`src/rtl/audio_pkg.sv`:
```
// Shared types and constants for the audio decimator: slot/frame layout and the
// dither LFSR seed and step function.
package audio_pkg;

    localparam int          SLOT_BITS  = 32;
    localparam int          FRAME_BITS = 64;
    localparam logic [15:0] LFSR_SEED  = 16'hACE1;

    typedef logic signed [SLOT_BITS-1:0] slot_t;

    typedef struct packed {
        slot_t left;
        slot_t right;
    } frame_t;

    // Right-shifting Galois form of x^16 + x^14 + x^13 + x^11 + 1.
    function automatic logic [15:0] lfsrNext(input logic [15:0] s);
        lfsrNext = {1'b0, s[15:1]} ^ (s[0] ? 16'hB400 : 16'h0000);
    endfunction

endpackage

```
`src/rtl/audio_decimator_if.sv`:
```
// Sample-in / frame-out bus of the audio decimator. The master drives samples and
// control strobes; the slave (the decimator) returns the held frame and status.
interface audio_decimator_if #(
    parameter int IN_BITS = 22
);
    import audio_pkg::*;

    logic                      in_valid;
    logic signed [IN_BITS-1:0] in_left;
    logic signed [IN_BITS-1:0] in_right;
    logic                      mute;
    logic                      clip_clr;
    frame_t                    audio_o;
    logic                      out_valid;
    logic                      clip;

    modport master (
        output in_valid, in_left, in_right, mute, clip_clr,
        input  audio_o, out_valid, clip
    );

    modport slave (
        input  in_valid, in_left, in_right, mute, clip_clr,
        output audio_o, out_valid, clip
    );

endinterface

```
`src/rtl/audio_sat_scale.sv`:
```
// Combinational per-channel post-processing: gain shift, optional dither add,
// averaging shift (floor), saturation to OUT_BITS and left-justification in a slot.
module audio_sat_scale
    import audio_pkg::*;
#(
    parameter int ACC_BITS   = 27,
    parameter int DECIM_LOG2 = 5,
    parameter int GAIN_SHIFT = 0,
    parameter int OUT_BITS   = 24
) (
    input  logic signed [ACC_BITS-1:0]   sum_i,
    input  logic        [DECIM_LOG2-1:0] dither_i,
    output slot_t                        slot_o,
    output logic                         clip_o
);

    // Wide enough for the gained sum plus dither and for both clamp limits.
    localparam int RAW_BITS  = ACC_BITS + GAIN_SHIFT + 1;
    localparam int WORK_BITS = (RAW_BITS > OUT_BITS + 1) ? RAW_BITS : OUT_BITS + 1;
    localparam logic signed [WORK_BITS-1:0] MAX_V = WORK_BITS'(2 ** (OUT_BITS - 1) - 1);
    localparam logic signed [WORK_BITS-1:0] MIN_V = ~MAX_V;

    logic signed [WORK_BITS-1:0] scaled;
    logic signed [WORK_BITS-1:0] biased;
    logic signed [WORK_BITS-1:0] averaged;
    logic signed [OUT_BITS-1:0]  clamped;

    always_comb begin
        scaled   = WORK_BITS'(sum_i) <<< GAIN_SHIFT;
        biased   = scaled + $signed(WORK_BITS'({1'b0, dither_i}));
        averaged = biased >>> DECIM_LOG2;
        clip_o   = 1'b0;
        clamped  = averaged[OUT_BITS-1:0];
        if (averaged > MAX_V) begin
            clamped = MAX_V[OUT_BITS-1:0];
            clip_o  = 1'b1;
        end else if (averaged < MIN_V) begin
            clamped = MIN_V[OUT_BITS-1:0];
            clip_o  = 1'b1;
        end
        slot_o = slot_t'(clamped) <<< (SLOT_BITS - OUT_BITS);
    end

endmodule

```
`src/rtl/audio_decimator.sv`:
```
// Stereo boxcar decimator feeding the SGTL5000 serial port with atomic 64-bit frames.
// Define AUDIO_DITHER_EN to add LFSR-based randomised rounding before the averaging shift.
module audio_decimator
    import audio_pkg::*;
#(
    parameter int IN_BITS    = 22,
    parameter int OUT_BITS   = 24,
    parameter int DECIM_LOG2 = 5,
    parameter int GAIN_SHIFT = 0
) (
    input  logic              clk,
    input  logic              rst,
    audio_decimator_if.slave  bus
);

    localparam int ACC_BITS = IN_BITS + DECIM_LOG2;
    localparam logic [DECIM_LOG2-1:0] COUNT_MAX = '1;

    logic [DECIM_LOG2-1:0]      count_q, count_d;
    logic signed [ACC_BITS-1:0] accL_q, accL_d, accR_q, accR_d;
    logic signed [ACC_BITS-1:0] s1L_q, s1L_d, s1R_q, s1R_d;
    logic                       s1Valid_q, s1Valid_d;
    frame_t                     audio_q, audio_d;
    logic                       outValid_q, outValid_d;
    logic                       clip_q, clip_d;

    logic signed [ACC_BITS-1:0] extL, extR;
    logic [DECIM_LOG2-1:0]      dither;
    slot_t                      slotL, slotR;
    logic                       clipL, clipR;

    assign extL = ACC_BITS'(bus.in_left);
    assign extR = ACC_BITS'(bus.in_right);

`ifdef AUDIO_DITHER_EN
    logic [15:0] lfsr_q, lfsr_d;

    assign lfsr_d = s1Valid_q ? lfsrNext(lfsr_q) : lfsr_q;
    assign dither = lfsr_q[DECIM_LOG2-1:0];

    always_ff @(posedge clk or posedge rst) begin
        if (rst) lfsr_q <= LFSR_SEED;
        else     lfsr_q <= lfsr_d;
    end
`else
    assign dither = '0;
`endif

    // Stage 1: the last sample of a frame goes straight into the captured sum.
    always_comb begin
        count_d   = count_q;
        accL_d    = accL_q;
        accR_d    = accR_q;
        s1L_d     = s1L_q;
        s1R_d     = s1R_q;
        s1Valid_d = 1'b0;
        if (bus.in_valid) begin
            if (count_q == COUNT_MAX) begin
                s1L_d     = accL_q + extL;
                s1R_d     = accR_q + extR;
                accL_d    = '0;
                accR_d    = '0;
                count_d   = '0;
                s1Valid_d = 1'b1;
            end else begin
                accL_d  = accL_q + extL;
                accR_d  = accR_q + extR;
                count_d = count_q + DECIM_LOG2'(1);
            end
        end
    end

    audio_sat_scale #(
        .ACC_BITS   (ACC_BITS),
        .DECIM_LOG2 (DECIM_LOG2),
        .GAIN_SHIFT (GAIN_SHIFT),
        .OUT_BITS   (OUT_BITS)
    ) u_scaleL (
        .sum_i    (s1L_q),
        .dither_i (dither),
        .slot_o   (slotL),
        .clip_o   (clipL)
    );

    audio_sat_scale #(
        .ACC_BITS   (ACC_BITS),
        .DECIM_LOG2 (DECIM_LOG2),
        .GAIN_SHIFT (GAIN_SHIFT),
        .OUT_BITS   (OUT_BITS)
    ) u_scaleR (
        .sum_i    (s1R_q),
        .dither_i (dither),
        .slot_o   (slotR),
        .clip_o   (clipR)
    );

    // Stage 2: clip is flagged even for muted frames; a new clamp beats clip_clr.
    always_comb begin
        audio_d    = audio_q;
        outValid_d = s1Valid_q;
        clip_d     = clip_q;
        if (bus.clip_clr) clip_d = 1'b0;
        if (s1Valid_q) begin
            if (bus.mute) begin
                audio_d = '0;
            end else begin
                audio_d.left  = slotL;
                audio_d.right = slotR;
            end
            if (clipL || clipR) clip_d = 1'b1;
        end
    end

    always_ff @(posedge clk or posedge rst) begin
        if (rst) begin
            count_q    <= '0;
            accL_q     <= '0;
            accR_q     <= '0;
            s1L_q      <= '0;
            s1R_q      <= '0;
            s1Valid_q  <= 1'b0;
            audio_q    <= '0;
            outValid_q <= 1'b0;
            clip_q     <= 1'b0;
        end else begin
            count_q    <= count_d;
            accL_q     <= accL_d;
            accR_q     <= accR_d;
            s1L_q      <= s1L_d;
            s1R_q      <= s1R_d;
            s1Valid_q  <= s1Valid_d;
            audio_q    <= audio_d;
            outValid_q <= outValid_d;
            clip_q     <= clip_d;
        end
    end

    assign bus.audio_o   = audio_q;
    assign bus.out_valid = outValid_q;
    assign bus.clip      = clip_q;

endmodule

```
`src/flat_wrapper.sv`:
```
// flat-port wrapper written by rule: the top's interface ports become plain ports
module audio_decimator_flat import audio_pkg::*;
#(
    parameter int IN_BITS    = 22,
    parameter int OUT_BITS   = 24,
    parameter int DECIM_LOG2 = 5,
    parameter int GAIN_SHIFT = 0
)
  (clk, rst, bus_in_valid, bus_in_left, bus_in_right, bus_mute, bus_clip_clr, bus_audio_o, bus_out_valid, bus_clip);
  audio_decimator_if #(.IN_BITS(IN_BITS)) bus_i ();
  input  logic clk;
  input  logic rst;
  input wire logic [$bits(bus_i.in_valid)-1:0] bus_in_valid;
  input wire logic [$bits(bus_i.in_left)-1:0] bus_in_left;
  input wire logic [$bits(bus_i.in_right)-1:0] bus_in_right;
  input wire logic [$bits(bus_i.mute)-1:0] bus_mute;
  input wire logic [$bits(bus_i.clip_clr)-1:0] bus_clip_clr;
  output wire logic [$bits(bus_i.audio_o)-1:0] bus_audio_o;
  output wire logic [$bits(bus_i.out_valid)-1:0] bus_out_valid;
  output wire logic [$bits(bus_i.clip)-1:0] bus_clip;
  assign bus_i.in_valid = bus_in_valid;
  assign bus_i.in_left = bus_in_left;
  assign bus_i.in_right = bus_in_right;
  assign bus_i.mute = bus_mute;
  assign bus_i.clip_clr = bus_clip_clr;
  assign bus_audio_o = bus_i.audio_o;
  assign bus_out_valid = bus_i.out_valid;
  assign bus_clip = bus_i.clip;
  audio_decimator #(.IN_BITS(IN_BITS), .OUT_BITS(OUT_BITS), .DECIM_LOG2(DECIM_LOG2), .GAIN_SHIFT(GAIN_SHIFT)) u_core (.clk(clk), .rst(rst), .bus(bus_i));
endmodule
```
`config.mk`:
```
export PLATFORM = sky130hd
export DESIGN_NAME = audio_decimator_flat
export DESIGN_NICKNAME = d
export VERILOG_FILES = /design/src/rtl/audio_pkg.sv /design/src/rtl/audio_decimator_if.sv /design/src/rtl/audio_sat_scale.sv /design/src/rtl/audio_decimator.sv /design/src/flat_wrapper.sv
export SDC_FILE = /design/constraint.sdc
export NUM_CORES = 1
export LEC_CHECK = 0
export CELL_PAD_IN_SITES_DETAIL_PLACEMENT = 0
export CELL_PAD_IN_SITES_GLOBAL_PLACEMENT = 1
export CORE_ASPECT_RATIO = 0.75
export CORE_MARGIN = 10
export CORE_UTILIZATION = 48
export DETAILED_ROUTE_END_ITERATION = 16
export PLACE_DENSITY_LB_ADDON = 0.1
export SYNTH_ARGS = -nofsm -noshare
export SYNTH_HDL_FRONTEND = slang
export SYNTH_HIERARCHICAL = 1
export SYNTH_SLANG_ARGS = --single-unit
```
`constraint.sdc`:
```
create_clock -name clk -period 11.3 [get_ports clk]
set_clock_uncertainty 0.2 [all_clocks]
set_input_delay 2.26 -clock clk [delete_from_list [all_inputs] [get_ports clk]]
set_output_delay 2.26 -clock clk [all_outputs]
set_load 0.02 [all_outputs]
```
==> impl_metrics.json <==
{
  "path_clk_slew_ns": 0.07,
  "clock_path_buffers": 2,
  "slew_headroom": 0.00614,
  "cp_data_arrival_time_ns": 5.35,
  "fillCellCount": 2065,
  "finalPower_mw": 3.29,
  "rows": 47,
  "final_cell_mix": "dfrtp_1 (179), nand2_1 (160), o21ai_0 (147)",
  "timing_hold_violations_final": 0,
  "r2r_slack_ns": 8.01,
  "synth_area_leaders": "dfrtp_1 (42%), ha_1 (7.2%), o21ai_0 (6.8%), nand2_1 (5.6%), xnor2_1 (5.6%)",
  "finalCriticalPeriod_ns": 5.22,
  "setup_viol": 0,
  "drv_slew": 0,
  "dp_hpwl_um": 19700,
  "max-cap-violations": 0,
  "cp_num_buf_inv": 2,
  "p_leak_nw": 5.57,
  "dp_worst_setup_slack_ns": 5.71,
  "rsz0062_at_grt": "false",
  "path_class": "input pin to flop",
  "drtAntennaViolNets": 0,
  "vias": 8473,
  "grt_max_degree": 112,
  "path_common_cell": "nor2b_1",
  "fin_area_um2": 12600,
  "antenna_found_initial": 1,
  "synth_sequential_area_ratio": 0.416,
  "drive_gt1_frac": 0.0532,
  "synth_edf_count": 0,
  "viasPerCell": 5.39,
  "grt_use_total": 0.188,
  "critPathSlowestCell": "or4_1",
  "clkSinkCount": 180,
  "synth-simple-area-share": 0.120,
  "wl_per_cell_um": 17.2,
  "cts_setup_buffers": 0,
  "cts_buffers": 17,
  "dpl_cell_area_um2": 12000,
  "cts_max_level": 4,
  "synthMuxAreaShare": 0.00717,
  "powerDensity_nw_per_um2": 261,
  "core_area_um2": 22100,
  "insertion_delay_ns": 0.44,
  "worst_ep_required_time_ns": 11.44,
  "critical_path.cell_chain": "clkdlybuf4s50_1 > ha_1 > inv_1 > fa_1 > nor2b_1 > o2111ai_1 > nor3b_1 > nor2b_1 > a31o_2 > a31oi_1 > or4_1 > o311ai_1",
  "yosysWarnings": 6,
  "synth-xor-area-share": 0.0728,
  "gp_congestion": 0.889,
  "cts_tree": "built",
  "yosysTopAreaCellShare": 0.416,
  "setup_tns_ns": 0,
  "root_buffer": "clkbuf_16",
  "start_kind": "input pin",
  "layout_commonest_cell": "dfrtp_1",
  "cp-end-kind": "flop",
  "drt_iter0_markers": 716,
  "synth_compound_area_frac": 0.234,
  "drc_errors": 0,
  "cts-resized-gates": 0,
  "setup_slack_ns": 6.08,
  "max_stage_delay_ns": 0.52,
  "synth_top_family_by_area": "compound AO/OA/AOI/OAI gates",
  "synth-adder-area-share": 0.0753,
  "grt_pass1_wl_um": 44800,
  "avgSynthCellArea_um2": 9.13,
  "start_util": 0.490,
  "portBuffers": 114,
  "status": "complete, no violations",
  "yosys.area.top_type": "dfrtp_1",
  "nets": 1378,
  "dieArea_um2": 29000,
  "diodes": 0,
  "ctsHoldBuffers": 0,
  "grt_pass1_vias": 8177,
  "async_flop_share": 1.00,
  "hp-class": "flop to flop",
  "finalWirelength_um": 27000,
  "die_w_um": 193,
  "syn_area_um2": 10800,
  "chipHeight_um": 150,
  "synth_seq_cells": 180,
  "path_max_fanout": 7,
  "finalCritPeriodShare": 0.462,
  "utilization": 0.572,
  "ir_worst_vdd_v": 0.000135,
  "synth_cells": 1186,
  "crit_family": "simple AND/OR/NAND/NOR gates",
  "syn_to_final_growth_pct": 16.8,
  "overflow": 0,
  "worstMarginPinSlew_ns": 1.49,
  "synth-main-ff-cell": "dfrtp_1",
  "timing.fmax_ghz": 0.192,
  "ys_types": 69,
  "dr.pass1.iters": 5,
  "io_pins": 115
}
==> cell families after synthesis <==
| group | Yosys count |
|---|---|
| buffers and inverters | 176 |
| adder cells (fa/ha/maj) | 64 |
| AND/OR/NAND/NOR | 280 |
| AO/OA/AOI/OAI | 386 |
| flip-flops | 180 |
| multiplexers | 7 |
| XOR/XNOR | 90 |
| other | 3 |
==> report_power, final <==
group	internal, mW	switching [mW]
Sequential	0.884	0.166
Clock	0.304	0.299
Combinational	0.674	0.968
==> worst reg2reg max path: cells and delay by family (launching register included) <==
kind	cells	cell delay (ns)
AND/OR/NAND/NOR	4	1.33
AO/OA/AOI/OAI	4	0.66
buffers and inverters	1	0.06
adder cells (fa/ha/maj)	2	0.58
flip-flops	1	0.36
==> cell usage after synthesis, drive strengths merged, types with 18 or more instances <==
master / instances
a21oi: 68
and3: 18
buf: 41
clkbuf: 43
dfrtp: 180
ha: 62
inv: 92
nand2: 162
nor2: 28
o2111ai: 23
o211ai: 21
o21ai: 157
o2bb2ai: 46
xnor2: 69
xor2: 21
==> per-stage QoR <==
stage,hold slack [ns],cells
after floorplan,0.206,1211
after global placement,0.271,1540
after detailed placement,0.277,1540
after CTS,0.294,1572
after global routing,0.304,1572
final,0.292,1572
==> per-layer routing <==
metal	global-route usage	routed length, µm	up-vias
met1	0.310	15400	3971
li1	-	-	4277
met3	0.0429	1420	11
met2	0.235	10000	214
met5	0	0	-
met4	0.0282	125	0
==> worst paths after layout <==
| path | cells after the start | end | start |
|---|---|---|---|
| max | 12 | u_core/accR_q[24] | bus_in_right[0] |
| min | 1 | u_core/accL_q[3] | u_core/accL_q[3] |
| max reg2reg | 11 | u_core/accR_q[24] | u_core/accR_q[0] |
| min reg2reg | 1 | u_core/accL_q[3] | u_core/accL_q[3] |
| max in group asynchronous | 3 | u_core/outValid_d | rst |
| min in group asynchronous | 2 | u_core/bus.audio_o[6] | rst |
==> layout make-up <==
type	instances	area (µm²)	share of cell area
Sequential cell	180	4510	0.356
Tap cell	294	368	0.0291
Multi-Input combinational cell	855	5640	0.446
Timing Repair Buffer	119	1180	0.0932
Inverter	92	350	0.0277
Clock buffer	18	439	0.0347
Clock inverter	14	165	0.0131
==> sequential cells by signal (all words and copies together) (netlist names) <==
register / cells
u_core/accL_q: 27
u_core/accR_q: 27
u_core/bus.audio_o: 64
u_core/bus.clip: 1
u_core/bus.out_valid: 1
u_core/count_q: 5
u_core/outValid_d: 1
u_core/s1L_q: 27
u_core/s1R_q: 27
No activity file was read; power rests on OpenSTA's default activity.
